--- config.mk ---
export PLATFORM = sky130hd
export DESIGN_NAME = sweep_peak_detector_flat
export DESIGN_NICKNAME = d
export VERILOG_FILES = /design/src/rtl/sweep_peak_detector_pkg.sv /design/src/rtl/sweep_peak_detector_if.sv /design/src/rtl/sweep_peak_detector_peak_tracker.sv /design/src/rtl/sweep_peak_detector.sv /design/src/flat_wrapper.sv
export SDC_FILE = /design/constraint.sdc
export NUM_CORES = 1
export LEC_CHECK = 0
export BUFFER_PORTS_ARGS = -buffer_cell sky130_fd_sc_hd__buf_2
export CAP_MARGIN = 20
export CORE_AREA = 2 2 133 135
export DETAILED_ROUTE_END_ITERATION = 10
export DIE_AREA = 0 0 135 137
export PLACE_DENSITY = 0.52
export SYNTH_ARGS = -nofsm -noshare
export SYNTH_HDL_FRONTEND = slang
export SYNTH_SLANG_ARGS = --single-unit
--- constraint.sdc ---
create_clock -name clk -period 5.89 [get_ports clk]
set_clock_uncertainty 0.15 [all_clocks]
set_input_delay 0.8835 -clock clk [delete_from_list [all_inputs] [get_ports clk]]
set_output_delay 0.8835 -clock clk [all_outputs]
set_load 0.01 [all_outputs]
--- src/rtl/sweep_peak_detector_pkg.sv ---
// Shared types and constants for the sweep peak detector.
//   word_width     : width of the averaged sample stream (signed)
//   peak_idx_width : default width of the sample index / sweep length counters
//   word_t         : signed sample type
//   word_min       : most-negative word_t value, the identity for a running max
//   peak_state_t   : detector FSM states
//   at_least       : signed threshold qualification helper
package sweep_peak_detector_pkg;

    localparam int word_width     = 16;
    localparam int peak_idx_width = 16;

    typedef logic signed [word_width-1:0] word_t;

    localparam word_t word_min = {1'b1, {(word_width-1){1'b0}}};

    typedef enum logic [1:0] {
        PK_IDLE   = 2'd0,
        PK_SCAN   = 2'd1,
        PK_REPORT = 2'd2
    } peak_state_t;

    // Signed "value reaches threshold" test used for peak qualification.
    function automatic logic at_least(input word_t value, input word_t limit);
        return (value >= limit);
    endfunction

endpackage

--- src/rtl/sweep_peak_detector_if.sv ---
// Handshake / data bundle between the sweep controller and the peak detector.
//   master : sweep controller side (drives strobes, threshold, samples; reads result)
//   slave  : peak detector side
// Signals:
//   sweep_start, sweep_stop, abort : single-cycle sweep control strobes
//   threshold                      : signed minimum peak for peak_found
//   sample_in, sample_in_valid     : averaged sample stream
//   busy                           : detector is scanning
//   peak_value, peak_index         : max of the sweep and its first index
//   sweep_len                      : number of valid samples in the sweep
//   peak_found, overflow           : result qualifiers
//   result_valid                   : one-cycle pulse when the result updates
interface sweep_peak_detector_if
    import sweep_peak_detector_pkg::*;
#(
    parameter int IDX_WIDTH = peak_idx_width
) ();

    logic                 sweep_start;
    logic                 sweep_stop;
    logic                 abort;
    word_t                threshold;
    word_t                sample_in;
    logic                 sample_in_valid;
    logic                 busy;
    word_t                peak_value;
    logic [IDX_WIDTH-1:0] peak_index;
    logic [IDX_WIDTH-1:0] sweep_len;
    logic                 peak_found;
    logic                 overflow;
    logic                 result_valid;

    modport master (
        output sweep_start, sweep_stop, abort, threshold, sample_in, sample_in_valid,
        input  busy, peak_value, peak_index, sweep_len, peak_found, overflow, result_valid
    );

    modport slave (
        input  sweep_start, sweep_stop, abort, threshold, sample_in, sample_in_valid,
        output busy, peak_value, peak_index, sweep_len, peak_found, overflow, result_valid
    );

endinterface

--- src/rtl/sweep_peak_detector_peak_tracker.sv ---
// Running-max tracker for one sweep: holds the running maximum, the index of
// its first occurrence and the saturating valid-sample counter.
//   clk, rst : clock, asynchronous active-low reset
//   clear    : start a new sweep (the same-cycle sample is index 0 if enabled)
//   sample   : signed averaged sample
//   valid    : sample qualifier
//   enable   : accept samples this cycle
//   max, idx, count : post-update values (what the registers hold after this edge)
//   sat      : post-update count is at its saturation value
// The outputs are the next-state values so the owner can capture a result on
// the same edge that absorbs the final sample of a sweep.
module peak_tracker
    import sweep_peak_detector_pkg::*;
#(
    parameter int IDX_WIDTH = peak_idx_width
) (
    input  logic                 clk,
    input  logic                 rst,
    input  logic                 clear,
    input  word_t                sample,
    input  logic                 valid,
    input  logic                 enable,
    output word_t                max,
    output logic [IDX_WIDTH-1:0] idx,
    output logic [IDX_WIDTH-1:0] count,
    output logic                 sat
);

    localparam logic [IDX_WIDTH-1:0] cnt_full = {IDX_WIDTH{1'b1}};
    localparam logic [IDX_WIDTH-1:0] cnt_zero = {IDX_WIDTH{1'b0}};
    localparam logic [IDX_WIDTH-1:0] cnt_one  = IDX_WIDTH'(1);

    word_t                max_r;
    word_t                max_s;
    logic [IDX_WIDTH-1:0] idx_r;
    logic [IDX_WIDTH-1:0] idx_s;
    logic [IDX_WIDTH-1:0] cnt_r;
    logic [IDX_WIDTH-1:0] cnt_s;

    // Next-state of the running max / index / counter.
    always_comb begin
        max_s = max_r;
        idx_s = idx_r;
        cnt_s = cnt_r;
        if (clear) begin
            if (enable && valid) begin
                // Restart inside a sweep: this sample opens the new sweep.
                max_s = sample;
                idx_s = cnt_zero;
                cnt_s = cnt_one;
            end else begin
                max_s = word_min;
                idx_s = cnt_zero;
                cnt_s = cnt_zero;
            end
        end else if (enable && valid && (cnt_r != cnt_full)) begin
            // Strict compare keeps the earliest index on ties.
            if (sample > max_r) begin
                max_s = sample;
                idx_s = cnt_r;
            end else begin
                max_s = max_r;
                idx_s = idx_r;
            end
            cnt_s = cnt_r + cnt_one;
        end else begin
            max_s = max_r;
            idx_s = idx_r;
            cnt_s = cnt_r;
        end
    end

    // Tracker state registers.
    always_ff @(posedge clk or negedge rst) begin
        if (!rst) begin
            max_r <= word_min;
            idx_r <= cnt_zero;
            cnt_r <= cnt_zero;
        end else begin
            max_r <= max_s;
            idx_r <= idx_s;
            cnt_r <= cnt_s;
        end
    end

    assign max   = max_s;
    assign idx   = idx_s;
    assign count = cnt_s;
    assign sat   = (cnt_s == cnt_full);

endmodule

--- src/rtl/sweep_peak_detector.sv ---
// Sweep peak detector: during a piezo ramp sweep, tracks the signed maximum of
// the averaged samples and where it occurred; at sweep end publishes the peak,
// its index, the sweep length and a threshold-qualified found flag.
//   clk, rst : clock, asynchronous active-low reset
//   bus      : sweep_peak_detector_if slave modport (controls, samples, result)
module sweep_peak_detector
    import sweep_peak_detector_pkg::*;
#(
    parameter int IDX_WIDTH = peak_idx_width
) (
    input  logic                  clk,
    input  logic                  rst,
    sweep_peak_detector_if.slave  bus
);

    localparam logic [IDX_WIDTH-1:0] cnt_zero = {IDX_WIDTH{1'b0}};

    peak_state_t          state_r;
    logic                 busy_r;
    word_t                peak_value_r;
    logic [IDX_WIDTH-1:0] peak_index_r;
    logic [IDX_WIDTH-1:0] sweep_len_r;
    logic                 peak_found_r;
    logic                 overflow_r;
    logic                 result_valid_r;

    logic                 trk_clear_s;
    logic                 trk_enable_s;
    word_t                trk_max_s;
    logic [IDX_WIDTH-1:0] trk_idx_s;
    logic [IDX_WIDTH-1:0] trk_count_s;
    logic                 trk_sat_s;

    // Tracker control: a start clears it in every state except under an abort
    // in SCAN; samples are only taken while scanning.
    always_comb begin
        trk_clear_s  = 1'b0;
        trk_enable_s = 1'b0;
        if (state_r == PK_SCAN) begin
            trk_enable_s = 1'b1;
            trk_clear_s  = bus.sweep_start && !bus.abort;
        end else begin
            trk_enable_s = 1'b0;
            trk_clear_s  = bus.sweep_start;
        end
    end

    peak_tracker #(
        .IDX_WIDTH (IDX_WIDTH)
    ) u_tracker (
        .clk    (clk),
        .rst    (rst),
        .clear  (trk_clear_s),
        .sample (bus.sample_in),
        .valid  (bus.sample_in_valid),
        .enable (trk_enable_s),
        .max    (trk_max_s),
        .idx    (trk_idx_s),
        .count  (trk_count_s),
        .sat    (trk_sat_s)
    );

    // Sweep FSM and registered result outputs.
    always_ff @(posedge clk or negedge rst) begin
        if (!rst) begin
            state_r        <= PK_IDLE;
            busy_r         <= 1'b0;
            peak_value_r   <= word_t'(0);
            peak_index_r   <= cnt_zero;
            sweep_len_r    <= cnt_zero;
            peak_found_r   <= 1'b0;
            overflow_r     <= 1'b0;
            result_valid_r <= 1'b0;
        end else begin
            result_valid_r <= 1'b0;
            case (state_r)
                PK_IDLE: begin
                    if (bus.sweep_start) begin
                        state_r <= PK_SCAN;
                        busy_r  <= 1'b1;
                    end else begin
                        state_r <= PK_IDLE;
                        busy_r  <= 1'b0;
                    end
                end
                PK_SCAN: begin
                    if (bus.abort) begin
                        state_r <= PK_IDLE;
                        busy_r  <= 1'b0;
                    end else if (bus.sweep_start) begin
                        state_r <= PK_SCAN;
                        busy_r  <= 1'b1;
                    end else if (bus.sweep_stop || trk_sat_s) begin
                        // Capture the post-update tracker values so a sample
                        // arriving with the stop strobe is part of the result.
                        state_r        <= PK_REPORT;
                        busy_r         <= 1'b0;
                        peak_value_r   <= trk_max_s;
                        peak_index_r   <= trk_idx_s;
                        sweep_len_r    <= trk_count_s;
                        peak_found_r   <= at_least(trk_max_s, bus.threshold) &&
                                          (trk_count_s != cnt_zero);
                        overflow_r     <= trk_sat_s;
                        result_valid_r <= 1'b1;
                    end else begin
                        state_r <= PK_SCAN;
                        busy_r  <= 1'b1;
                    end
                end
                PK_REPORT: begin
                    if (bus.sweep_start) begin
                        state_r <= PK_SCAN;
                        busy_r  <= 1'b1;
                    end else begin
                        state_r <= PK_IDLE;
                        busy_r  <= 1'b0;
                    end
                end
                default: begin
                    state_r <= PK_IDLE;
                    busy_r  <= 1'b0;
                end
            endcase
        end
    end

    assign bus.busy         = busy_r;
    assign bus.peak_value   = peak_value_r;
    assign bus.peak_index   = peak_index_r;
    assign bus.sweep_len    = sweep_len_r;
    assign bus.peak_found   = peak_found_r;
    assign bus.overflow     = overflow_r;
    assign bus.result_valid = result_valid_r;

endmodule

--- src/flat_wrapper.sv ---
// flat-port wrapper written by rule: the top's interface ports become plain ports
module sweep_peak_detector_flat import sweep_peak_detector_pkg::*;
#(
    parameter int IDX_WIDTH = peak_idx_width
)
  (clk, rst, bus_sweep_start, bus_sweep_stop, bus_abort, bus_threshold, bus_sample_in, bus_sample_in_valid, bus_busy, bus_peak_value, bus_peak_index, bus_sweep_len, bus_peak_found, bus_overflow, bus_result_valid);
  sweep_peak_detector_if #(.IDX_WIDTH(IDX_WIDTH)) bus_i ();
  input  logic clk;
  input  logic rst;
  input wire logic [$bits(bus_i.sweep_start)-1:0] bus_sweep_start;
  input wire logic [$bits(bus_i.sweep_stop)-1:0] bus_sweep_stop;
  input wire logic [$bits(bus_i.abort)-1:0] bus_abort;
  input wire logic [$bits(bus_i.threshold)-1:0] bus_threshold;
  input wire logic [$bits(bus_i.sample_in)-1:0] bus_sample_in;
  input wire logic [$bits(bus_i.sample_in_valid)-1:0] bus_sample_in_valid;
  output wire logic [$bits(bus_i.busy)-1:0] bus_busy;
  output wire logic [$bits(bus_i.peak_value)-1:0] bus_peak_value;
  output wire logic [$bits(bus_i.peak_index)-1:0] bus_peak_index;
  output wire logic [$bits(bus_i.sweep_len)-1:0] bus_sweep_len;
  output wire logic [$bits(bus_i.peak_found)-1:0] bus_peak_found;
  output wire logic [$bits(bus_i.overflow)-1:0] bus_overflow;
  output wire logic [$bits(bus_i.result_valid)-1:0] bus_result_valid;
  assign bus_i.sweep_start = bus_sweep_start;
  assign bus_i.sweep_stop = bus_sweep_stop;
  assign bus_i.abort = bus_abort;
  assign bus_i.threshold = bus_threshold;
  assign bus_i.sample_in = bus_sample_in;
  assign bus_i.sample_in_valid = bus_sample_in_valid;
  assign bus_busy = bus_i.busy;
  assign bus_peak_value = bus_i.peak_value;
  assign bus_peak_index = bus_i.peak_index;
  assign bus_sweep_len = bus_i.sweep_len;
  assign bus_peak_found = bus_i.peak_found;
  assign bus_overflow = bus_i.overflow;
  assign bus_result_valid = bus_i.result_valid;
  sweep_peak_detector #(.IDX_WIDTH(IDX_WIDTH)) u_core (.clk(clk), .rst(rst), .bus(bus_i));
endmodule
==> impl_metrics.env <==
export IMPL_r2r_start="u_core.u_tracker.cnt_r[0]"
export IMPL_cts_root_buffer_cell="clkbuf_16"
export IMPL_grt_pass1_vias=4155
export IMPL_synth_top_family_by_area="multiplexers"
export IMPL_min_delay_path_depth=1
export IMPL_clkTransAtPathRegs_ps=70
export IMPL_setup_viol=0
export IMPL_utilization_pct=37.6
export IMPL_routedWlPerCell_microns=16.8
export IMPL_critical_path_required_ps=5980
export IMPL_dr_total_vias=4034
export IMPL_first_pass_iters=5
export IMPL_fp_dieH_microns=137
export IMPL_rows=48
export IMPL_synth_fa_ha_area_share_pct=7.46
export IMPL_powerDensity_mw_per_mm2=274
export IMPL_grt_pass1_wl_mm=22.0
export IMPL_post_route_min_period_ps=4770
export IMPL_yosys_area_top_type="dfrtp_1"
export IMPL_grt_setup_unrepaired="false"
export IMPL_clockBufferDepth=2
export IMPL_status="complete, no violations"
export IMPL_overflow=0
export IMPL_synthArstFlopShare_pct=100
export IMPL_drt_drc_violations_left=0
export IMPL_ys_seq_area_share_pct=46.1
export IMPL_fillers=1706
export IMPL_yosys_area_share_xor_xnor_pct=0.633
export IMPL_drv_cap=0
export IMPL_hpwl_mm=9.73
export IMPL_antenna_found_initial=0
export IMPL_syn_area_sq_mm=0.00554
export IMPL_worstPathMaxFanout=16
export IMPL_final_cells=800
export IMPL_portBuffers=89
export IMPL_crit_path_top_delay_cell="and2_1"
export IMPL_fin_crit_sh_pct=81.0
export IMPL_synth_top_area_share_pct=45.6
export IMPL_synth_mux_area_fraction_pct=14.9
export IMPL_worst_setup_path_end_kind="flop"
export IMPL_yosysMostFrequentCell="dfrtp_1"
export IMPL_yosys_area_share_simple_pct=12.0
export IMPL_cts_setup_buffers=0
export IMPL_min_path_type="reg2reg"
export IMPL_worstRegToRegCells=17
export IMPL_hold_buffers=0
export IMPL_finalWeightedCongestion=0.898
export IMPL_arrival_ps=4860
export IMPL_avgSynthCellArea_sq_um=11.4
export IMPL_drtAntennaViolNets=0
export IMPL_hold_viol=0
export IMPL_htreeDepth=3
export IMPL_cp_num_buf_inv=0
export IMPL_synth_edf_count=0
export IMPL_cts_buffers=9
export IMPL_core_sq_mm=0.0171
export IMPL_grt_use_met2_pct=24.6
export IMPL_synth_area_leaders="dfrtp_1 46%, mux2_4 8.1%, ha_1 7.5%"
export IMPL_max_stage_delay_ps=600
export IMPL_fin_setup_tns_ps=0
export IMPL_min_from="u_core.bus.sweep_len[14]"
export IMPL_synth_flop_cell="dfrtp_1"
export IMPL_grt_total_usage_pct=15.2
export IMPL_worstPathCellList="ha_1 > nand4_1 > or4_1 > nand2_1 > a21oi_1 > o211ai_1 > and2_1 > a22o_1 > ha_1 > nor2b_1 > o21a_1 > o21a_1 > o21ai_0 > a21oi_1 > nor4_1 > nor3_1 > mux2_4"
export IMPL_synthesis_nets=558
export IMPL_cts_sinks=102
export IMPL_fin_nets=641
export IMPL_ios=90
export IMPL_totalWireLength_mm=13.4
export IMPL_synthCells=487
export IMPL_tritoncts="built"
export IMPL_peakVddDrop_v=0.000141
export IMPL_final_max_slew_viol_count=0
export IMPL_syn_to_final_growth_pct=15.9
export IMPL_dieArea_sq_mm=0.0185
export IMPL_synth_warnings=0
export IMPL_slew_headroom_pct=33.8
export IMPL_worstReg2RegEnd="u_core.bus.peak_found"
export IMPL_post_place_cells=784
export IMPL_clk_latency_ps=350
export IMPL_grt_max_degree=60
export IMPL_drive_gt1_share_pct=27.1
export IMPL_ys_seq_elements=102
export IMPL_antenna_cells=0
export IMPL_start_kind="flop"
export IMPL_drt_iter0_markers=215
export IMPL_r2r_slack_ps=1120
export IMPL_netlist_cell_type_count=66
export IMPL_synth_compound_area_share_pct=11.7
export IMPL_busiest_layer="met2"
export IMPL_cts_resized_gates=0
export IMPL_design_power_total_mw=1.76
export IMPL_vias_per_cell=5.04
export IMPL_critPathKind="reg2reg"
export IMPL_worstHoldEndpoint="u_core.bus.sweep_len[14]"
export IMPL_tightest_slew_ps=985
export IMPL_start_util_pct=32.5
export IMPL_grt_util_met3_pct=3.07
export IMPL_cp_top_family="simple AND/OR/NAND/NOR gates"
export IMPL_cellLeakagePower_nw=3.28
export IMPL_synth_common_cells="101 x dfrtp_1, 52 x inv_1, 33 x ha_1, 33 x mux2i_1, 30 x mux2_4"
export IMPL_fp_dieW_microns=135
export IMPL_grtUsageMet1_pct=20.2
export IMPL_fmax_mhz=210
-- layout make-up --
type                    count  area, sq um  share of cell area [%]
inverters                  52          195                    3.04
repair buffers             96          500                    7.80
flip-flops and latches    102         2550                    39.8
well taps                 225          282                    4.39
multi-input cells         309         2590                    40.4
clock buffers              11          253                    3.94
clock inverters             5         42.5                   0.663
-- registers in the layout, summed over array words and instances, names as in the netlist --
signal,cells
u_core.bus.peak_index,16
u_core.bus.peak_value,16
u_core.bus.sweep_len,16
u_core.u_tracker.cnt_r,16
u_core.u_tracker.idx_r,16
u_core.u_tracker.max_r,16
u_core.state_r,2
u_core.bus.busy,1
u_core.bus.overflow,1
u_core.bus.peak_found,1
u_core.bus.result_valid,1
-- worst max path at each step --
stage                                  endpoint  cells past startpoint                      start
after floorplan           u_core.bus.peak_found                     19          bus_sample_in[11]
after global placement    u_core.bus.peak_found                     17          bus_sample_in[11]
after detailed placement  u_core.bus.peak_found                     18          bus_sample_in[15]
after CTS                 u_core.bus.peak_found                     17  u_core.u_tracker.cnt_r[0]
after global routing      u_core.bus.peak_found                     17  u_core.u_tracker.cnt_r[0]
final                     u_core.bus.peak_found                     17  u_core.u_tracker.cnt_r[0]
-- power by group --
part | leakage (nW) | internal (mW) | switching [mW] | total [mW]
registers | 1.39 | 0.768 | 0.0401 | 0.808
logic | 1.75 | 0.169 | 0.195 | 0.364
clock network | 0.142 | 0.314 | 0.275 | 0.588
-- cell usage in the layout, fill, tap and decap left out, drive strengths merged, types with 2 or more instances in the layout --
cell,n
a211oi,2
a21o,5
a21oi,20
a22o,14
a22oi,2
a31oi,2
a41o,2
and2,3
and3,2
and4,5
buf,96
clkbuf,11
clkinv,3
dfrtp,101
ha,33
inv,53
mux2,34
mux2i,33
nand2,18
nand2b,3
nand3,10
nand3b,4
nand4,10
nand4b,2
nor2,26
nor3,8
nor3b,2
nor4,7
o211a,2
o211ai,4
o21a,6
o21ai,16
o31ai,5
or3,5
or4,6
xnor2,2
xor2,2
-- routing by layer --
metal	share of wire, %	wire length, microns
met3	4.4	592
met2	47	6380
met1	47	6280
met4	1.4	182
met5	0	0
-- worst register-to-register path, stage by stage, from the launching register on --
cell and delay [ps]:
dfrtp_1 540, ha_1 330, nand4_1 210, or4_1 550
nand2_1 190, a21oi_1 60, o211ai_1 170, and2_1 600
a22o_1 280, ha_1 250, nor2b_1 130, o21a_1 160
o21a_1 160, o21ai_0 160, a21oi_1 110, nor4_1 270
nor3_1 80, mux2_4 250
-- cell families after synthesis --
kind of cell | count (synthesis)
flip-flops | 102
buffers and inverters | 76
adder cells (fa/ha/maj) | 33
AND/OR/NAND/NOR | 114
multiplexers | 67
XOR/XNOR | 4
AO/OA/AOI/OAI | 91
-- through the flow --
step	hold slack (ps)	setup slack (ps)	area [sq um]
floorplan	335	1340	5540
global placement	322	984	6120
detailed placement	325	804	6120
CTS	347	1120	6420
global route	371	808	6420
finish	340	1120	6420
(Power assumes the default switching activity.)
